===== src/rtl/apb_arb_pkg.sv =====
// ============================================================================
// Module  : apb_arb_pkg
// Brief   : Shared types and constants for the APB request arbiter.
// Revision: 1.0 - initial release
// ============================================================================
`default_nettype none

package apb_arb_pkg;

    localparam int CMD_ADDR_W = 32;
    localparam int CMD_DATA_W = 32;
    localparam int CMD_STRB_W = CMD_DATA_W / 8;

    localparam logic PNSE_DEFAULT = 1'b0;

    typedef enum logic [1:0] {
        IDLE   = 2'd0,
        SETUP  = 2'd1,
        ACCESS = 2'd2
    } state_e;

    typedef struct packed {
        logic [CMD_ADDR_W-1:0] addr;
        logic                  write;
        logic [CMD_DATA_W-1:0] wdata;
        logic [CMD_STRB_W-1:0] strb;
        logic [2:0]            prot;
    } apb_cmd_t;

endpackage

`default_nettype wire


===== src/rtl/apb_rr_arbiter.sv =====
// ============================================================================
// Module  : apb_rr_arbiter
// Brief   : Combinational round-robin pick: first request at or after i_ptr.
// Revision: 1.0 - initial release
// ============================================================================
`default_nettype none

module apb_rr_arbiter #(
    parameter int NUM_REQ = 4,
    parameter int IDX_W   = $clog2(NUM_REQ)
) (
    input  logic [NUM_REQ-1:0] i_req,
    input  logic [IDX_W-1:0]   i_ptr,
    input  logic               i_en,
    output logic [NUM_REQ-1:0] o_grant,
    output logic [IDX_W-1:0]   o_idx,
    output logic               o_valid
);

    logic [IDX_W:0]   w_sum;
    logic [IDX_W-1:0] w_j;
    logic             w_found;

    always_comb begin
        o_grant = '0;
        o_idx   = '0;
        w_found = 1'b0;
        w_sum   = '0;
        w_j     = '0;
        for (int k = 0; k < NUM_REQ; k++) begin
            // wrap the scan position back into 0..NUM_REQ-1
            w_sum = {1'b0, i_ptr} + (IDX_W+1)'(k);
            if (w_sum >= (IDX_W+1)'(NUM_REQ)) begin
                w_sum = w_sum - (IDX_W+1)'(NUM_REQ);
            end
            w_j = w_sum[IDX_W-1:0];
            if (i_en && !w_found && i_req[w_j]) begin
                w_found    = 1'b1;
                o_grant[w_j] = 1'b1;
                o_idx      = w_j;
            end
        end
        o_valid = w_found;
    end

endmodule

`default_nettype wire


===== src/rtl/apb_req_arbiter.sv =====
// ============================================================================
// Module  : apb_req_arbiter
// Brief   : Shares one APB requester port among NUM_REQ command sources.
//           Optional ACCESS timeout enabled by defining APB_TIMEOUT_EN.
// Revision: 1.0 - initial release
// ============================================================================
`default_nettype none

module apb_req_arbiter
    import apb_arb_pkg::*;
#(
    parameter int NUM_REQ    = 4,
    parameter int ADDR_WIDTH = 32,
    parameter int DATA_WIDTH = 32
`ifdef APB_TIMEOUT_EN
    ,
    parameter int TIMEOUT_CYCLES = 16
`endif
) (
    input  logic                           pclk,
    input  logic                           preset,
    input  logic [NUM_REQ-1:0]             req_valid,
    output logic [NUM_REQ-1:0]             req_ready,
    input  logic [NUM_REQ*ADDR_WIDTH-1:0]  req_addr,
    input  logic [NUM_REQ-1:0]             req_write,
    input  logic [NUM_REQ*DATA_WIDTH-1:0]  req_wdata,
    input  logic [NUM_REQ*DATA_WIDTH/8-1:0] req_strb,
    input  logic [NUM_REQ*3-1:0]           req_prot,
    output logic [NUM_REQ-1:0]             rsp_valid,
    output logic [DATA_WIDTH-1:0]          rsp_rdata,
    output logic                           rsp_slverr,
    output logic [ADDR_WIDTH-1:0]          paddr,
    output logic [2:0]                     pprot,
    output logic                           pnse,
    output logic                           psel,
    output logic                           penable,
    output logic                           pwrite,
    output logic [DATA_WIDTH-1:0]          pwdata,
    output logic [DATA_WIDTH/8-1:0]        pstrb,
    input  logic                           pready,
    input  logic [DATA_WIDTH-1:0]          prdata,
    input  logic                           pslverr
);

    localparam int c_IDX_W  = $clog2(NUM_REQ);
    localparam int c_STRB_W = DATA_WIDTH / 8;

    state_e                  r_state, w_next;
    logic [c_IDX_W-1:0]      r_ptr, r_owner, w_idx;
    logic [NUM_REQ-1:0]      w_grant;
    logic                    w_any, w_done, w_to;
    apb_cmd_t                w_sel;

    logic [ADDR_WIDTH-1:0]   r_paddr;
    logic [2:0]              r_pprot;
    logic                    r_pnse, r_psel, r_penable, r_pwrite;
    logic [DATA_WIDTH-1:0]   r_pwdata, r_rsp_rdata;
    logic [c_STRB_W-1:0]     r_pstrb;
    logic [NUM_REQ-1:0]      r_rsp_valid;
    logic                    r_rsp_slverr;

    apb_rr_arbiter #(
        .NUM_REQ (NUM_REQ),
        .IDX_W   (c_IDX_W)
    ) u_rr (
        .i_req   (req_valid),
        .i_ptr   (r_ptr),
        .i_en    (r_state == IDLE),
        .o_grant (w_grant),
        .o_idx   (w_idx),
        .o_valid (w_any)
    );

    assign req_ready = w_grant;

    always_comb begin
        w_sel       = '0;
        w_sel.addr  = CMD_ADDR_W'(req_addr[w_idx*ADDR_WIDTH +: ADDR_WIDTH]);
        w_sel.write = req_write[w_idx];
        w_sel.wdata = CMD_DATA_W'(req_wdata[w_idx*DATA_WIDTH +: DATA_WIDTH]);
        w_sel.strb  = CMD_STRB_W'(req_strb[w_idx*c_STRB_W +: c_STRB_W]);
        w_sel.prot  = req_prot[w_idx*3 +: 3];
    end

`ifdef APB_TIMEOUT_EN
    localparam int c_CNT_W = $clog2(TIMEOUT_CYCLES + 1);
    logic [c_CNT_W-1:0] r_to_cnt;

    always_ff @(posedge pclk or posedge preset) begin
        if (preset) begin
            r_to_cnt <= '0;
        end else if (r_state == IDLE && w_any) begin
            r_to_cnt <= '0;
        end else if (r_state == ACCESS && !pready) begin
            r_to_cnt <= r_to_cnt + 1'b1;
        end
    end

    // this cycle is the TIMEOUT_CYCLES-th stalled ACCESS cycle
    assign w_to = (r_state == ACCESS) && !pready &&
                  (r_to_cnt == c_CNT_W'(TIMEOUT_CYCLES - 1));
`else
    assign w_to = 1'b0;
`endif

    assign w_done = (r_state == ACCESS) && (pready || w_to);

    always_ff @(posedge pclk or posedge preset) begin
        if (preset) begin
            r_state <= IDLE;
        end else begin
            r_state <= w_next;
        end
    end

    always_comb begin
        w_next = r_state;
        case (r_state)
            IDLE:    if (w_any) w_next = SETUP;
            SETUP:   w_next = ACCESS;
            ACCESS:  if (w_done) w_next = IDLE;
            default: w_next = IDLE;
        endcase
    end

    always_ff @(posedge pclk or posedge preset) begin
        if (preset) begin
            r_ptr        <= '0;
            r_owner      <= '0;
            r_paddr      <= '0;
            r_pprot      <= '0;
            r_pnse       <= 1'b0;
            r_psel       <= 1'b0;
            r_penable    <= 1'b0;
            r_pwrite     <= 1'b0;
            r_pwdata     <= '0;
            r_pstrb      <= '0;
            r_rsp_valid  <= '0;
            r_rsp_rdata  <= '0;
            r_rsp_slverr <= 1'b0;
        end else begin
            r_pnse      <= PNSE_DEFAULT;
            r_rsp_valid <= '0;
            case (r_state)
                IDLE: begin
                    if (w_any) begin
                        r_paddr  <= w_sel.addr[ADDR_WIDTH-1:0];
                        r_pwrite <= w_sel.write;
                        r_pprot  <= w_sel.prot;
                        r_pstrb  <= w_sel.write ? w_sel.strb[c_STRB_W-1:0] : '0;
                        // reads leave pwdata at its previous value
                        if (w_sel.write) begin
                            r_pwdata <= w_sel.wdata[DATA_WIDTH-1:0];
                        end
                        r_psel  <= 1'b1;
                        r_owner <= w_idx;
                        r_ptr   <= (w_idx == c_IDX_W'(NUM_REQ - 1)) ? '0 : w_idx + 1'b1;
                    end
                end
                SETUP: begin
                    r_penable <= 1'b1;
                end
                ACCESS: begin
                    if (w_done) begin
                        r_psel               <= 1'b0;
                        r_penable            <= 1'b0;
                        r_rsp_valid[r_owner] <= 1'b1;
                        r_rsp_rdata          <= w_to ? '0 : prdata;
                        r_rsp_slverr         <= w_to | pslverr;
                    end
                end
                default: ;
            endcase
        end
    end

    assign paddr      = r_paddr;
    assign pprot      = r_pprot;
    assign pnse       = r_pnse;
    assign psel       = r_psel;
    assign penable    = r_penable;
    assign pwrite     = r_pwrite;
    assign pwdata     = r_pwdata;
    assign pstrb      = r_pstrb;
    assign rsp_valid  = r_rsp_valid;
    assign rsp_rdata  = r_rsp_rdata;
    assign rsp_slverr = r_rsp_slverr;

endmodule

`default_nettype wire


===== config.mk =====
export PLATFORM = sky130hd
export DESIGN_NAME = apb_req_arbiter
export DESIGN_NICKNAME = d
export VERILOG_FILES = /design/src/rtl/apb_arb_pkg.sv /design/src/rtl/apb_rr_arbiter.sv /design/src/rtl/apb_req_arbiter.sv
export SDC_FILE = /design/constraint.sdc
export NUM_CORES = 1
export LEC_CHECK = 0
export ABC_AREA = 0
export CAP_MARGIN = 15
export CORE_AREA = 2 2 170 172
export CTS_CLUSTER_DIAMETER = 120
export DETAILED_ROUTE_END_ITERATION = 8
export DIE_AREA = 0 0 172 174
export PLACE_DENSITY = 0.56
export SLEW_MARGIN = 5
export SYNTH_ARGS = -nofsm -noshare
export SYNTH_HDL_FRONTEND = slang
export SYNTH_HIERARCHICAL = 1
export SYNTH_SLANG_ARGS = --single-unit

===== constraint.sdc =====
create_clock -name pclk -period 4.9 [get_ports pclk]
set_input_delay 0.98 -clock pclk [delete_from_list [all_inputs] [get_ports pclk]]
set_output_delay 0.98 -clock pclk [all_outputs]
set_load 0.02 [all_outputs]

* Word level (Yosys, flattened, before mapping)
Index checks and enable logic that the tools add are counted.
** Operators by class
- Multipliers :: 1
- Eq/ne operators :: 5
- Shift-type cells :: 4
- Bitwise logic cells :: 3
- Muxes and demuxes :: 47
- Magnitude comparators :: 15
- Add/subtract/negate cells :: 8
- Reductions and logical operators :: 25
** Operator list (number)
- 128-bit by 8-bit indexed part select with 32-bit output :: 2
- 4-bit two-way mux :: 7
- 2-bit two-way mux :: 11
- 2-bit by 3-bit < comparator with 1-bit output, second input constant :: 6
- 1-bit two-way mux :: 16
- 16-bit by 5-bit indexed part select with 4-bit output :: 1
- 1-bit logical AND :: 13
- 4-bit OR :: 3
- 12-bit by 5-bit indexed part select with 3-bit output :: 1
- 1-bit binary-select mux with 2-bit select :: 5
- 1-bit demux with 2-bit select :: 5
- 2-bit by 1-bit >= comparator with 1-bit output, second input constant :: 5
- 3-bit >= comparator, second input constant :: 3
- 2-bit AND reduction :: 4
- 2-bit by 1-bit subtractor with 2-bit output, second input constant :: 4
- 2-bit by 2-bit adder with 3-bit output, second input constant :: 2
- 2-bit one-hot mux with 3 select lines :: 1
- 3-bit AND reduction :: 2
- 2-bit == test, second input constant :: 2
- 2-bit by 2-bit multiplier with 4-bit output, second input constant :: 1
- 2-bit inequality test, second input constant :: 2
- 1-bit one-hot mux with 2 select lines :: 2
- 2-bit nonzero test :: 2
- 2-bit by 1-bit adder with 3-bit output, second input constant :: 1
- other kinds (5) :: 7
** Storage, ports and cells
- Input port bits :: 328
- Output and inout bits :: 116
- Flip-flop bits (word level) :: 117
- Word-level logic and storage cells :: 121

* Logic depth before layout (Yosys ltp)
- Depth in word-level cells :: 21
- Gate-level depth with buffers :: 14
- Gate-level depth less buffers :: 9

* Hierarchy
The synthesis kept the hierarchy.
** By module, submodules not included
- apb_req_arbiter :: area each 6279.8 µm², times used 1, cells each 447, sequential area each 2927.8 µm²
- apb_rr_arbiter :: area each 549.3 µm², times used 1, cells each 66, sequential area each 0.0 µm²

* Least setup slack after synthesis
No wires, ideal clock.
- Kind :: register to register
- From :: register r_ptr[0]
- To :: register r_pwdata[0], in the netlist pwdata[0]
- Clock period less this slack :: 3.383 ns
- Buffers on the path :: 4
- Library setup time :: 0.125 ns
- Data required time :: 4.775 ns
- Path slack :: 1.517 ns
- Arrival time :: 3.258 ns
- Stages on the path, launching flop included :: 13
- Path through :: dfrtp_1 buf_6 inv_1 ha_1 buf_2 mux2_2 nor4b_1 o22ai_1 o2bb2ai_1 buf_2 clkbuf_1 mux4_2 mux2_4
** On the way
- Cells in the longest elaborated chain, start to end :: 21
- Elaborated cells between the ends (all ways) :: 45
- Classes of those cells :: add/sub: 7; order compare: 4; shift: 1; mux: 22; reduce/logical: 11
** RTL lines
- start: declaration :: RTL line apb_req_arbiter.sv:49 : logic [c_IDX_W-1:0] r_ptr, r_owner, w_idx;
- start signal: assignment :: RTL line apb_req_arbiter.sv:157 : r_ptr <= (w_idx == c_IDX_W'(NUM_REQ - 1)) ? '0 : w_idx + 1'b1;
- 2-bit by 3-bit >= comparator with 1-bit output or 2-bit by 1-bit subtractor with 2-bit output (tied branches) :: RTL line apb_rr_arbiter.sv:33, apb_rr_arbiter.sv:34
- 2-bit two-way mux :: RTL line apb_rr_arbiter.sv:33 : if (w_sum >= (IDX_W+1)'(NUM_REQ)) begin
- 1-bit binary-select mux with 2-bit select :: RTL line apb_rr_arbiter.sv:37 : if (i_en && !w_found && i_req[w_j]) begin
- 1-bit two-way mux (implied by the code) :: RTL line apb_rr_arbiter.sv:37
- 1-bit logical AND :: RTL line apb_rr_arbiter.sv:37
- 1-bit two-way mux :: RTL line apb_rr_arbiter.sv:37
- 1-bit logical NOT :: RTL line apb_rr_arbiter.sv:37
- 1-bit logical AND (2 in series) :: RTL line apb_rr_arbiter.sv:37
- 1-bit two-way mux :: RTL line apb_rr_arbiter.sv:37
- 1-bit logical NOT :: RTL line apb_rr_arbiter.sv:37
- 1-bit logical AND (2 in series) :: RTL line apb_rr_arbiter.sv:37
- 1-bit two-way mux :: RTL line apb_rr_arbiter.sv:37
- 1-bit logical NOT :: RTL line apb_rr_arbiter.sv:37
- 1-bit logical AND (2 in series) :: RTL line apb_rr_arbiter.sv:37
- 2-bit two-way mux * :: RTL line apb_rr_arbiter.sv:37
- net w_idx[1] :: RTL line apb_req_arbiter.sv:49
- branches (longest 3 deep; another with 128-bit by 8-bit indexed part select with 32-bit output)
- end signal: assignment :: RTL line apb_req_arbiter.sv:153 : r_pwdata <= w_sel.wdata[DATA_WIDTH-1:0];
- end: declaration :: RTL line apb_req_arbiter.sv:57 : logic [DATA_WIDTH-1:0] r_pwdata, r_rsp_rdata;
Mark *: on every way through the listed nets, which the timed path passes. The select of a mux whose other input is x is not followed.
A chain may end at the register's enable or synchronous reset.

* Final worst setup path
- From :: register r_ptr[1]
- To :: output req_ready[0]
** On the way
- Cells in the longest elaborated chain, start to end :: 18
- Elaborated cells between the ends (all ways) :: 63
- Classes of those cells :: add/sub: 7; order compare: 12; mux: 27; bitwise: 3; reduce/logical: 14
** RTL lines
- branches (longest 17 deep; another with 2-bit by 1-bit adder with 3-bit output)
- 4-bit two-way mux * :: RTL line apb_rr_arbiter.sv:37
- end: declaration :: RTL line apb_req_arbiter.sv:23 : output logic [NUM_REQ-1:0] req_ready,
Every way passes the cells marked *. The select of a mux whose other input is x is not followed.

==> impl_metrics.json <==
{
  "ys.flop_type": "dfrtp_1",
  "hold_path_class": "reg -> reg",
  "track_usage_pct": 17.8,
  "p_leak_uw": 0.00501,
  "die_area_um2": 29900,
  "cts_buffer_depth": 2,
  "finalWorstSetupSlack_ps": 349,
  "rows": 62,
  "yosys_warnings": 6,
  "synthToLayoutAreaGrowth_pct": 80.0,
  "grt_pass1_vias": 6236,
  "mostFrequentLayoutCell": "clkdlybuf4s50_1",
  "yosysSeqAreaShare_pct": 42.9,
  "routed_wl_um": 27200,
  "synth_edf_count": 0,
  "finClkSkew_ps": 19.3,
  "die_h_um": 174,
  "vdd_drop_max_uv": 690,
  "numPortBuffers": 442,
  "initial_core_util_pct": 24.2,
  "run_status": "finished, final reports clean",
  "min_to": "paddr[30]",
  "netlist_area_um2": 6830,
  "maxSlewViolCount": 0,
  "slowest_stage": "clkdlybuf4s50_1",
  "clock.fmax_ghz": 0.220,
  "finalHoldViolations": 0,
  "overflow": 0,
  "nNetsFinal": 1282,
  "slowest_delay_ps": 630,
  "reg2reg_to": "pwdata[0]",
  "end_kind": "output pin",
  "grt_max_degree": 80,
  "clkSinkCount": 117,
  "setup_viol": 0,
  "critPathMaxFanout": 11,
  "dp_hpwl_um": 20600,
  "p_sw_uw": 3230,
  "cts.repair.resized": 0,
  "cts_root_buf": "clkbuf_16",
  "crit_arrival_ps": 3570,
  "min_period_ps": 4550,
  "path_class": "reg -> out",
  "path_cells": "inv_1, ha_1, mux2_2, nor4b_1, o21ai_2, o2bb2ai_1, clkdlybuf4s50_1",
  "vias": 6023,
  "hold_path.startpoint": "paddr[30]",
  "cts_buffers": 17,
  "drtPass1Iterations": 4,
  "fin_tns_setup_ps": 0,
  "num_io_pins": 444,
  "core-area_um2": 28200,
  "grt_first_pass_wirelength_um": 39100,
  "wire_per_inst_um": 20.2,
  "drv_cap": 0,
  "layout_common_cells": "clkdlybuf4s50_1, nand2_1, dfrtp_1, mux4_2, mux2_2",
  "cp.required_ps": 3920,
  "clkLatencyLatePin_ps": 420,
  "routabilityCongestion": 0.870,
  "die_width_um": 172,
  "clk_pin_slew_worst_paths_ps": 60,
  "drc": 0,
  "r2r-start": "r_ptr[1]",
  "via_per_inst": 4.48,
  "r2r_cells": 10,
  "worstPathBufferInverterCount": 2,
  "comb_power_share_pct": 62.1,
  "r2r_slack_ps": 950,
  "seqPwrFrac_pct": 21.0,
  "final_antenna_net_count": 0,
  "antenna_found_initial": 1,
  "ys_ff_latch": 117,
  "htree_levels": 4,
  "avgSynthCellArea_um2": 13.3,
  "p_per_area_nw_per_um2": 669,
  "postCtsSetupBuffers": 0,
  "worst-slew-pin-transition_ps": 953,
  "cts_tree": "done",
  "synth_fp_nets": 850,
  "async_flop_share_pct": 100,
  "period_share_pct": 92.9,
  "cp-start-kind": "register",
  "synthDistinctLibCells": 43,
  "p_sw_share_pct": 39.3,
  "holdBufCountCts": 0,
  "drtIter0Drc": 324,
  "p_clk_share_pct": 16.9,
  "syn_inst": 513,
  "p_int_uw": 4990,
  "drive_gt1_share_pct": 20.0,
  "pre_cts_ws_ps": 686,
  "hold_depth": 2,
  "rsz0062_at_grt": "false",
  "slew_headroom_pct": 36.4,
  "critPathTopFamily": "buffers and inverters"
}
## power by group through the flow
stage	logic, uW	clock network [uW]	registers [uW]
after floorplan	2790	0	2260
after global placement	5180	0	1730
after detailed placement	5220	0	1740
after CTS	5220	1430	1730
after global routing	5480	1470	1790
final	5110	1390	1730
## synthesized netlist by cell type (3+ instances only)
library cell,instances,share of area (%)
buf_2,11,0.81
nand2_1,135,7.4
a21oi_1,5,0.37
buf_4,5,0.55
mux2i_1,11,1.6
buf_12,3,0.88
nand4_1,4,0.37
o311ai_0,4,0.51
mux2_2,43,7.1
clkbuf_1,13,0.71
o21ai_0,4,0.29
buf_6,3,0.49
buf_1,4,0.22
mux4_2,70,23
inv_1,8,0.44
mux2_4,29,6.4
ha_1,9,1.6
o2bb2ai_1,5,0.64
dfrtp_1,117,43
## logic make-up (layout without fill, tap and decap cells)
| logic type | Yosys count | count (layout) | share of synthesized area (%) |
|---|---|---|---|
| other | 1 | 2 | 0.0549 |
| muxes | 155 | 155 | 38.9 |
| buffers and inverters | 48 | 493 | 4.18 |
| AOI/OAI and AO/OA | 26 | 26 | 2.69 |
| DFF | 117 | 117 | 42.9 |
| adders and majority gates | 9 | 9 | 1.65 |
| and+or+nand+nor | 157 | 157 | 9.62 |
## final cells by class
class	count	area, um^2
Timing Repair Buffer	452	4550
Antenna cell	1	2.50
Sequential cell	117	2930
Inverter	9	37.5
Clock buffer	17	425
Fill cell	2686	15900
Tap cell	384	480
Clock inverter	15	219
Multi-Input combinational cell	348	3650
## worst reg2reg max path: cells and delay by family (launching register included)
family                   cells  cell delay [ps]
AO/OA/AOI/OAI                2              390
adder cells (fa/ha/maj)      1              540
buffers and inverters        2              470
flip-flops                   1              590
multiplexers                 3             1020
AND/OR/NAND/NOR              2              840
## metal layers
layer	vias to the layer above	wire (um)	global-route usage, %
met3	16	2240	4.39
met4	0	316	4.83
li1	2751	-	-
met1	2975	10800	21.9
met2	281	13700	30.8
met5	-	0	0
## through the flow
stage               util (%)  power, uW  std cells  instance area (um^2)  hold slack (ps)
floorplan                  -       5050        513                  6830              457
global placement        41.2       6920       1310                 11600              458
detailed placement      41.2       6960       1310                 11600              461
CTS                     43.5       8390       1342                 12300              477
global route            43.5       8740       1343                 12300              501
finish                  43.5       8220       1343                 12300              471
## flip-flops by register name (all words and copies together), names as in the netlist, 3 cells and up
| name | flops |
|---|---|
| paddr | 32 |
| pprot | 3 |
| pwdata | 32 |
| rsp_valid | 4 |
| rsp_rdata | 32 |
| pstrb | 4 |
## worst max-delay path by stage
stage	to	startpoint	slack, ps	depth (start not counted)
detailed placement	req_ready[0]	req_valid[2]	690	6
finish	req_ready[0]	r_ptr[1]	350	7
global placement	req_ready[0]	req_valid[2]	730	6
floorplan	paddr[0]	preset	820	1
global route	req_ready[0]	r_ptr[1]	110	7
CTS	req_ready[0]	r_ptr[1]	360	7
No activity file was read; power rests on OpenSTA's default activity.
